===== src/rtl/ppm_tx_frame_ctrl.sv =====
// ppm_tx_frame_ctrl: PPM TX frame sequencer (RAM fetch + one-byte prefetch to serializer); optional preamble when PPM_TX_PREAMBLE_EN is defined
module ppm_tx_frame_ctrl #(
  parameter int ADDR_W = 10,
  parameter int LEN_W = 10,
  parameter int RD_LAT = 2,
  parameter int STROBE_DLY = 3
`ifdef PPM_TX_PREAMBLE_EN
  ,
  parameter logic [7:0] PREAMBLE_BYTE = 8'h55,
  parameter int PREAMBLE_LEN = 2
`endif
) (
  input  logic              clk,
  input  logic              rst_n,
  input  logic              i_start,
  input  logic              i_abort,
  input  logic [ADDR_W-1:0] i_base_addr,
  input  logic [LEN_W-1:0]  i_length,
  output logic              o_busy,
  output logic              o_done,
  output logic              o_mem_rd_en,
  output logic [ADDR_W-1:0] o_mem_addr,
  input  logic [7:0]        i_mem_rd_data,
  output logic [7:0]        o_ser_data,
  output logic              o_ser_strobe,
  input  logic              i_ser_done
);
  localparam logic [2:0] S_IDLE = 3'd0, S_FETCH = 3'd1, S_LOAD = 3'd2, S_PREF = 3'd3,
                         S_HOLD = 3'd4, S_DLY = 3'd5, S_TAIL = 3'd6;
  localparam int CW = $clog2(STROBE_DLY + 1);
  logic [2:0]        r_state;
  logic [ADDR_W-1:0] r_addr;
  logic [LEN_W-1:0]  r_rem;
  logic [7:0]        r_buf;
  logic              r_full;
  logic [CW-1:0]     r_cnt;
  logic [RD_LAT-1:0] r_pipe;
  logic              w_vld;
`ifdef PPM_TX_PREAMBLE_EN
  localparam int PW = $clog2(PREAMBLE_LEN + 1);
  logic [PW-1:0]     r_pre;
`endif
  assign w_vld = r_pipe[RD_LAT-1];
  // Read tokens ride this shift register so the data beat is known exactly RD_LAT cycles after each read
  always_ff @(posedge clk or negedge rst_n)
    if (!rst_n) r_pipe <= '0;
    else r_pipe <= i_abort ? '0 : RD_LAT'({r_pipe, o_mem_rd_en});
  // Frame FSM: r_addr/r_rem track the next unread byte, r_buf holds the prefetched byte
  always_ff @(posedge clk or negedge rst_n)
    if (!rst_n) begin
      r_state      <= S_IDLE;
      r_addr       <= '0;
      r_rem        <= '0;
      r_buf        <= '0;
      r_full       <= 1'b0;
      r_cnt        <= '0;
      o_busy       <= 1'b0;
      o_done       <= 1'b0;
      o_mem_rd_en  <= 1'b0;
      o_mem_addr   <= '0;
      o_ser_data   <= '0;
      o_ser_strobe <= 1'b0;
`ifdef PPM_TX_PREAMBLE_EN
      r_pre        <= '0;
`endif
    end else if (i_abort) begin
      r_state      <= S_IDLE;
      r_full       <= 1'b0;
      o_busy       <= 1'b0;
      o_done       <= 1'b0;
      o_mem_rd_en  <= 1'b0;
      o_ser_strobe <= 1'b0;
    end else begin
      o_done       <= 1'b0;
      o_mem_rd_en  <= 1'b0;
      o_ser_strobe <= 1'b0;
      case (r_state)
        S_IDLE: if (i_start) begin
`ifdef PPM_TX_PREAMBLE_EN
          o_busy       <= 1'b1;
          o_ser_strobe <= 1'b1;
          o_ser_data   <= PREAMBLE_BYTE;
          r_pre        <= PW'(PREAMBLE_LEN - 1);
          r_addr       <= i_base_addr;
          r_rem        <= i_length;
          r_state      <= S_LOAD;
`else
          if (i_length != '0) begin
            o_busy      <= 1'b1;
            o_mem_rd_en <= 1'b1;
            o_mem_addr  <= i_base_addr;
            r_addr      <= i_base_addr + ADDR_W'(1);
            r_rem       <= i_length - LEN_W'(1);
            r_state     <= S_FETCH;
          end else begin
            o_done  <= 1'b1;
            r_state <= S_TAIL;
          end
`endif
        end
        S_FETCH: if (w_vld) begin
          o_ser_strobe <= 1'b1;
          o_ser_data   <= i_mem_rd_data;
          r_state      <= S_LOAD;
        end
        S_LOAD: begin
`ifdef PPM_TX_PREAMBLE_EN
          if (r_pre != '0) begin
            r_buf   <= PREAMBLE_BYTE;
            r_full  <= 1'b1;
            r_pre   <= r_pre - PW'(1);
            r_state <= S_HOLD;
          end else
`endif
          if (r_rem != '0) begin
            o_mem_rd_en <= 1'b1;
            o_mem_addr  <= r_addr;
            r_addr      <= r_addr + ADDR_W'(1);
            r_rem       <= r_rem - LEN_W'(1);
            r_state     <= S_PREF;
          end else r_state <= S_HOLD;
        end
        S_PREF: if (w_vld) begin
          r_buf   <= i_mem_rd_data;
          r_full  <= 1'b1;
          r_state <= S_HOLD;
        end
        S_HOLD: if (i_ser_done) begin
          r_cnt   <= CW'(STROBE_DLY - 1);
          r_state <= S_DLY;
        end
        S_DLY: begin
          r_cnt <= r_cnt - CW'(1);
          if (r_cnt <= CW'(1)) begin
            if (r_full) begin
              o_ser_strobe <= 1'b1;
              o_ser_data   <= r_buf;
              r_full       <= 1'b0;
              r_state      <= S_LOAD;
            end else begin
              o_done  <= 1'b1;
              o_busy  <= 1'b0;
              r_state <= S_TAIL;
            end
          end
        end
        default: r_state <= S_IDLE;
      endcase
    end
endmodule


===== config.mk =====
export PLATFORM = sky130hd
export DESIGN_NAME = ppm_tx_frame_ctrl
export DESIGN_NICKNAME = d
export VERILOG_FILES = /design/src/rtl/ppm_tx_frame_ctrl.sv
export SDC_FILE = /design/constraint.sdc
export NUM_CORES = 1
export LEC_CHECK = 0
export ABC_AREA = 1
export CAP_MARGIN = 15
export CORE_MARGIN = 8
export CORE_UTILIZATION = 35
export CTS_CLUSTER_SIZE = 16
export DETAILED_ROUTE_END_ITERATION = 7
export SLEW_MARGIN = 20
export SYNTH_ARGS = -nofsm -noshare
export SYNTH_HDL_FRONTEND = slang
export SYNTH_SLANG_ARGS = --single-unit

===== constraint.sdc =====
create_clock -name clk -period 2.03 [get_ports clk]
set_input_delay 0.406 -clock clk [delete_from_list [all_inputs] [get_ports clk]]
set_output_delay 0.406 -clock clk [all_outputs]
set_load 0.05 [all_outputs]

[After elaboration in Yosys (flattened, before gate mapping)]
Cells that the tools add are included.
Operators by class
  add/sub/neg operators: 5
  $lt $le $gt $ge: 1
  eq/ne operators: 19
  multiplexer cells: 55
  bitwise gates (word level): 1
  reduce and logical (&&, ||, !) cells: 15
Operator list (count)
  2-to-1 mux 10 bit: 9
  case mux 10 bit (2 select lines): 3
  2-to-1 mux 3 bit: 9
  2-to-1 mux 8 bit: 3
  2-to-1 mux 1 bit: 21
  != test 3 bit, second input constant: 7
  adder 10 x 1 -> 10 bit, second input constant: 2
  AND reduction 5 bit: 4
  nonzero test 10 bit: 2
  subtractor 10 x 1 -> 10 bit, second input constant: 2
  case mux 3 bit (6 select lines): 1
  case mux 8 bit (2 select lines): 1
  != test 2 bit, second input constant: 7
  case mux 1 bit (2 select lines): 5
  AND reduction 3 bit: 3
  == test 3 x 2 -> 1 bit, second input constant: 2
  == test 3 bit, second input constant: 2
  nonzero test 2 bit: 3
  nonzero test 3 bit: 2
  2-to-1 mux 2 bit: 2
  case mux 2 bit (2 select lines): 1
  == test 3 x 1 -> 1 bit, second input constant: 1
  zero test 3 bit: 1
  less-or-equal comparator 2 x 1 -> 1 bit, second input constant: 1
  other kinds (2): 2
Storage, ports and cells
  register bits after elaboration: 58

[Depth between registers and ports, before layout]
  depth in word-level cells: 5
  gate-level depth with buffers: 12
  mapped depth without buffers: 11

[Worst setup path before layout]
OpenSTA, ideal clock, no wires.
  path kind: reg-to-reg
  from: register r_state[0]
  to: register r_rem[4]
  arrival time: 1.584 ns
  data required time: 1.907 ns
  setup slack: 0.323 ns
  cell stages (with the launch flop): 11
  buffers on the path: 1
  path through: dfrtp_1 nor2_4 nand2_4 buf_6 nand2_1 nand2_2 ha_1 nand2_1 nor2_4 o21ai_0 nand2_1
Between the ends
  word-level cells in the longest chain between the ends: 3
  elaborated cells on any way between the ends: 8
  those cells by class: eq/ne: 4; mux: 1; reduce/logical: 3
Ends and longest elaborated chain
  start: declaration: line 31  | logic [2:0] r_state;
  start signal: assignment: line 51  | r_state <= S_IDLE;
  start signal: assignment: line 67  | r_state <= S_IDLE;
  start signal: assignment: line 94  | r_state <= S_FETCH;
  == test 3 x 2 -> 1 bit / zero test 3 bit (equally long branches): line 77  | case (r_state)
  != test 2 bit (no source line) / nonzero test 2 bit (equally long branches)
  AND reduction 5 bit (no source line)
  end signal: assignment: line 93  | r_rem <= i_length - LEN_W'(1);
  end signal: assignment: line 119  | r_rem <= r_rem - LEN_W'(1);
  end: declaration: line 33  | logic [LEN_W-1:0] r_rem;
Parallel ways exist; a longest one is shown, timed or not.
A chain may end at the register's enable or synchronous reset.

[Final worst setup path]
  from: register o_busy
  to: output port o_busy
RTL lines
  start: declaration: line 19  | output logic o_busy,
  start signal: assignment: line 57  | o_busy <= 1'b0;
  start signal: assignment: line 69  | o_busy <= 1'b0;
  start signal: assignment: line 89  | o_busy <= 1'b1;
No word-level cell between the ends.

==> run summary <==
- 0 — remaining design rule violation count
- 3290 µm² — area of the mapped netlist
- 1.14% — share of synthesized cell area in full adder, half adder and majority cells
- 3,055 — via count of the first global-routing pass
- 4130 µm² — area after detailed placement
- dfrtp_1 — predominant post-synthesis flop cell
- 2.22 nW — Static Leak
- r_rem[8]$_DFFE_PN0P_ — reg-to-reg critical path endpoint
- 7.49 µm² — average instance area after synthesis
- 0.16 ns — Register-to-Register Setup Slack
- complete, no violations — status
- 1.55 ns — signal arrival time at the worst endpoint
- 12.9 µm — Avg WL per Cell
- 58 — clk sinks
- 9 — clock buffer count from CTS
- 511 MHz — highest clock rate
- 122 — initial DRC count
- 34.3% — area overhead of the layout relative to synthesis
- 0.716 ns — Worst Max-Slew Pin Slew
- 6 — detailed-router iteration count before antenna repair
- 55 — number of top-level pins
- 0 — aggregate global routing overflow
- clkbuf_8 — Root Buffer Master
- 9.14% — post-synthesis compound-gate area fraction
- o_busy — crit path capture
- 1450 µm² — sequential cell area
- 1 — WP buf/inv
- 12,700 µm² — Die Outline Area
- 1610 µm² — area occupied by multi-input gates
- 0.83 ns — Critical Path Max Stage Delay
- 3 — H-tree lvl count
- 619 — DP Cell Count
- 0 — max-slew violation count
- 0.611 mV — Worst VDD drop
- 5.88 mm — Post-DP HPWL
- 0 — final count of hold timing violations
- simple AND/OR/NAND/NOR gates — main combinational cell family by area after synthesis
- 100% — ys async rst share
- 0 — cts-stage hold buffer count
- buffers and inverters — kind of cell with the highest combined delay on the critical path
- 3,032 — vias after detailed routing
- 15.4% — share of final-layout standard cells stronger than drive strength 1
- 1.96 ns — Min Clock Period, post-route
- 0.834 — final weighted congestion in routability-driven placement
- yes — unrepaired setup endpoints after global routing
- 475 — net count of the mapped netlist
- 48.0% — Final Core Density
- 0.0740 ns — worst setup slack after layout
- 113 µm — chip height
- 44.2% — part of the Yosys area used for sequential elements
- 0.0111 ns — clock tree skew after final layout
- 11 — Reg2Reg Depth
- 439 — number of instances in the synthesized netlist
- o_busy$_DFFE_PN0P_ — Setup crit start
- 35 — post-synth cell types
- output pin — endpoint type of the worst setup path
- 0 — count of flip-flops with a built-in enable after synthesis
- 13.6% — global-route usage over all layers
- 9200 µm² — standard cell core area
- 14.0 mm — wire length of the first global-routing pass
- 0 — ANT cells
- clkdlybuf4s50_1 — CP Cell Sequence
- 0.533% — Post-Synth XOR/XNOR Area
- 0 — initial antenna violation count
- r_state[2]$_DFFE_PN0P_ — startpoint of the lowest-slack register-to-register path
- clkdlybuf4s50_1 — Critical-path top delay cell
- flop — startpoint kind of the worst setup timing path
- 8.24 mm — final routed wirelength across all metal layers
- -0.604 ns — post-place setup slack
- 2 — buffer levels on the longest clock path
- 0 — Yosys warning count
- 0 — maxcap violations
- 0 — final setup fails
- 54 — count of buffers from port buffering
- 556 — Net count, final
- 2.74% — multiplexer share of the synthesized area
- 58 — number of storage elements in the synthesis netlist
- 52.2% — Max-slew headroom
- 4.77 — post-detailed-route via-to-cell ratio
- 34.8% — share of synthesized cell area in and, or, nand and nor gates
- flop to output pin — kind of critical path
- 1 — stages on the worst setup path
- 0.35 ns — source-to-sink clock delay at the later pin of the worst-skew pair
- 1.62 ns — worst path required time
- 4410 µm² — final instance area
- 1470 nW/µm² — PD cells
- 96.4% — share of the cycle needed by the critical path after routing
- 113 µm — Horiz. Die Dim
- 59 — maximum number of pins on one net before global-route repair
- 636 — non-filler cells in the finished layout
- primary input to async pin — class of the most critical hold timing path
- 0 — remaining antenna violation count after routing
- 2 — top fanout value on the critical path
- built — TritonCTS clock tree
- 899 — FILL cells
- 35.7% — initial cell density of the core
- 35 — Core Rows
- 0.07 ns — clk slew on worst S/H paths
-- power breakdown --
| part | switching (mW) | leakage (nW) | internal [mW] |
|---|---|---|---|
| Combinational | 2.08 | 1.36 | 1.17 |
| Sequential | 0.269 | 0.735 | 1.61 |
| Clock | 0.480 | 0.129 | 0.878 |
-- Yosys cell counts (all sizes together) (2+ instances only) --
library cell	count	share of area (%)
buf	12	2.3
o21ai	35	6.2
clkinv	2	0.23
nand3	36	5.8
dfrtp	58	44
nand3b	3	0.69
or2	2	0.38
inv	43	4.9
ha	3	1.1
nor3	3	0.46
a31oi	9	1.7
a21oi	3	0.46
nor2	53	7.5
mux2	8	2.7
nand2	160	19
-- final cells by class --
class	count	share of cell area, %
clock buffer	11	3.43
clock inverter	5	2.27
inverter	45	3.83
multi-input combinational	324	36.5
sequential	58	32.9
tap	111	3.15
timing repair buffer	82	17.9
-- flip-flops by register name, indices dropped and copies added (netlist names) --
name	flops
o_mem_addr	10
r_addr	10
r_rem	10
o_ser_data	8
r_buf	8
r_state	3
r_cnt	2
r_pipe	2
o_busy	1
o_done	1
o_mem_rd_en	1
o_ser_strobe	1
r_full	1
-- layout by cell type (no fill, tap or decap), types with 2 or more instances in the layout --
cell / netlist / layout
nand2_1: 152 / 152
dfrtp_1: 58 / 58
clkdlybuf4s50_1: 0 / 52
nor2_1: 44 / 44
inv_1: 42 / 42
nand3_1: 34 / 34
buf_4: 1 / 24
o21ai_0: 21 / 21
clkbuf_8: 0 / 11
o21ai_1: 10 / 10
a31oi_1: 9 / 9
mux2_2: 8 / 8
nor2_4: 5 / 7
nand2_2: 6 / 6
nor2_2: 4 / 3
a21oi_1: 3 / 3
nand3b_1: 3 / 3
nor3_1: 3 / 3
ha_1: 3 / 3
bufinv_16: 0 / 3
buf_12: 0 / 3
or2_2: 2 / 2
o21ai_4: 2 / 2
nand3_2: 2 / 2
clkinv_1: 2 / 2
o21ai_2: 2 / 2
clkinv_2: 0 / 2
-- logic make-up (layout without fill, tap and decap cells) --
| logic type | after synthesis | after routing |
|---|---|---|
| AOI/OAI and AO/OA | 50 | 50 |
| xor gates and xnor gates | 2 | 2 |
| adders and majority gates | 3 | 3 |
| buffers and inverters | 58 | 143 |
| DFF | 58 | 58 |
| muxes | 8 | 8 |
| and+or+nand+nor | 260 | 261 |
-- through the flow --
step / hold WS (ns) / total power, mW / TNS, ns
finish: 0.0657 / 6.49 / 0
global route: 0.0820 / 6.97 / -0.0301
CTS: 0.0647 / 6.49 / 0
detailed placement: 0.444 / 5.09 / -12.57
global placement: 0.440 / 5.05 / -11.62
floorplan: 0.110 / 4.05 / 0
-- repair_timing --
item	4_1_cts	5_1_grt
resized for setup	1	4
setup buffers	0	0
pin swaps	0	1
cloned	0	1
setup endpoints to repair	25	5
-- worst min path at each step --
| stage | start | endpoint | cells past startpoint |
|---|---|---|---|
| 6_report | rst_n | r_cnt[1]$_DFFE_PN0P_ | 2 |
| 5_1_grt | rst_n | o_mem_addr[0]$_DFFE_PN0P_ | 2 |
| 4_1_cts | rst_n | o_mem_addr[0]$_DFFE_PN0P_ | 2 |
| 3_5_place_dp | rst_n | r_cnt[0]$_DFFE_PN0P_ | 2 |
| 3_3_place_gp | r_pipe[0]$_DFF_PN0_ | r_pipe[1]$_DFF_PN0_ | 2 |
| 2_1_floorplan | rst_n | o_busy$_DFFE_PN0P_ | 0 |
-- metal layers --
layer / track usage [%] / part of all wire [%]
met3: 4.10 / 6.4
met4: 5.86 / 1.5
met2: 22.0 / 47
met1: 16.4 / 46
met5: 0 / 0
No activity file was read; power rests on OpenSTA's default activity.
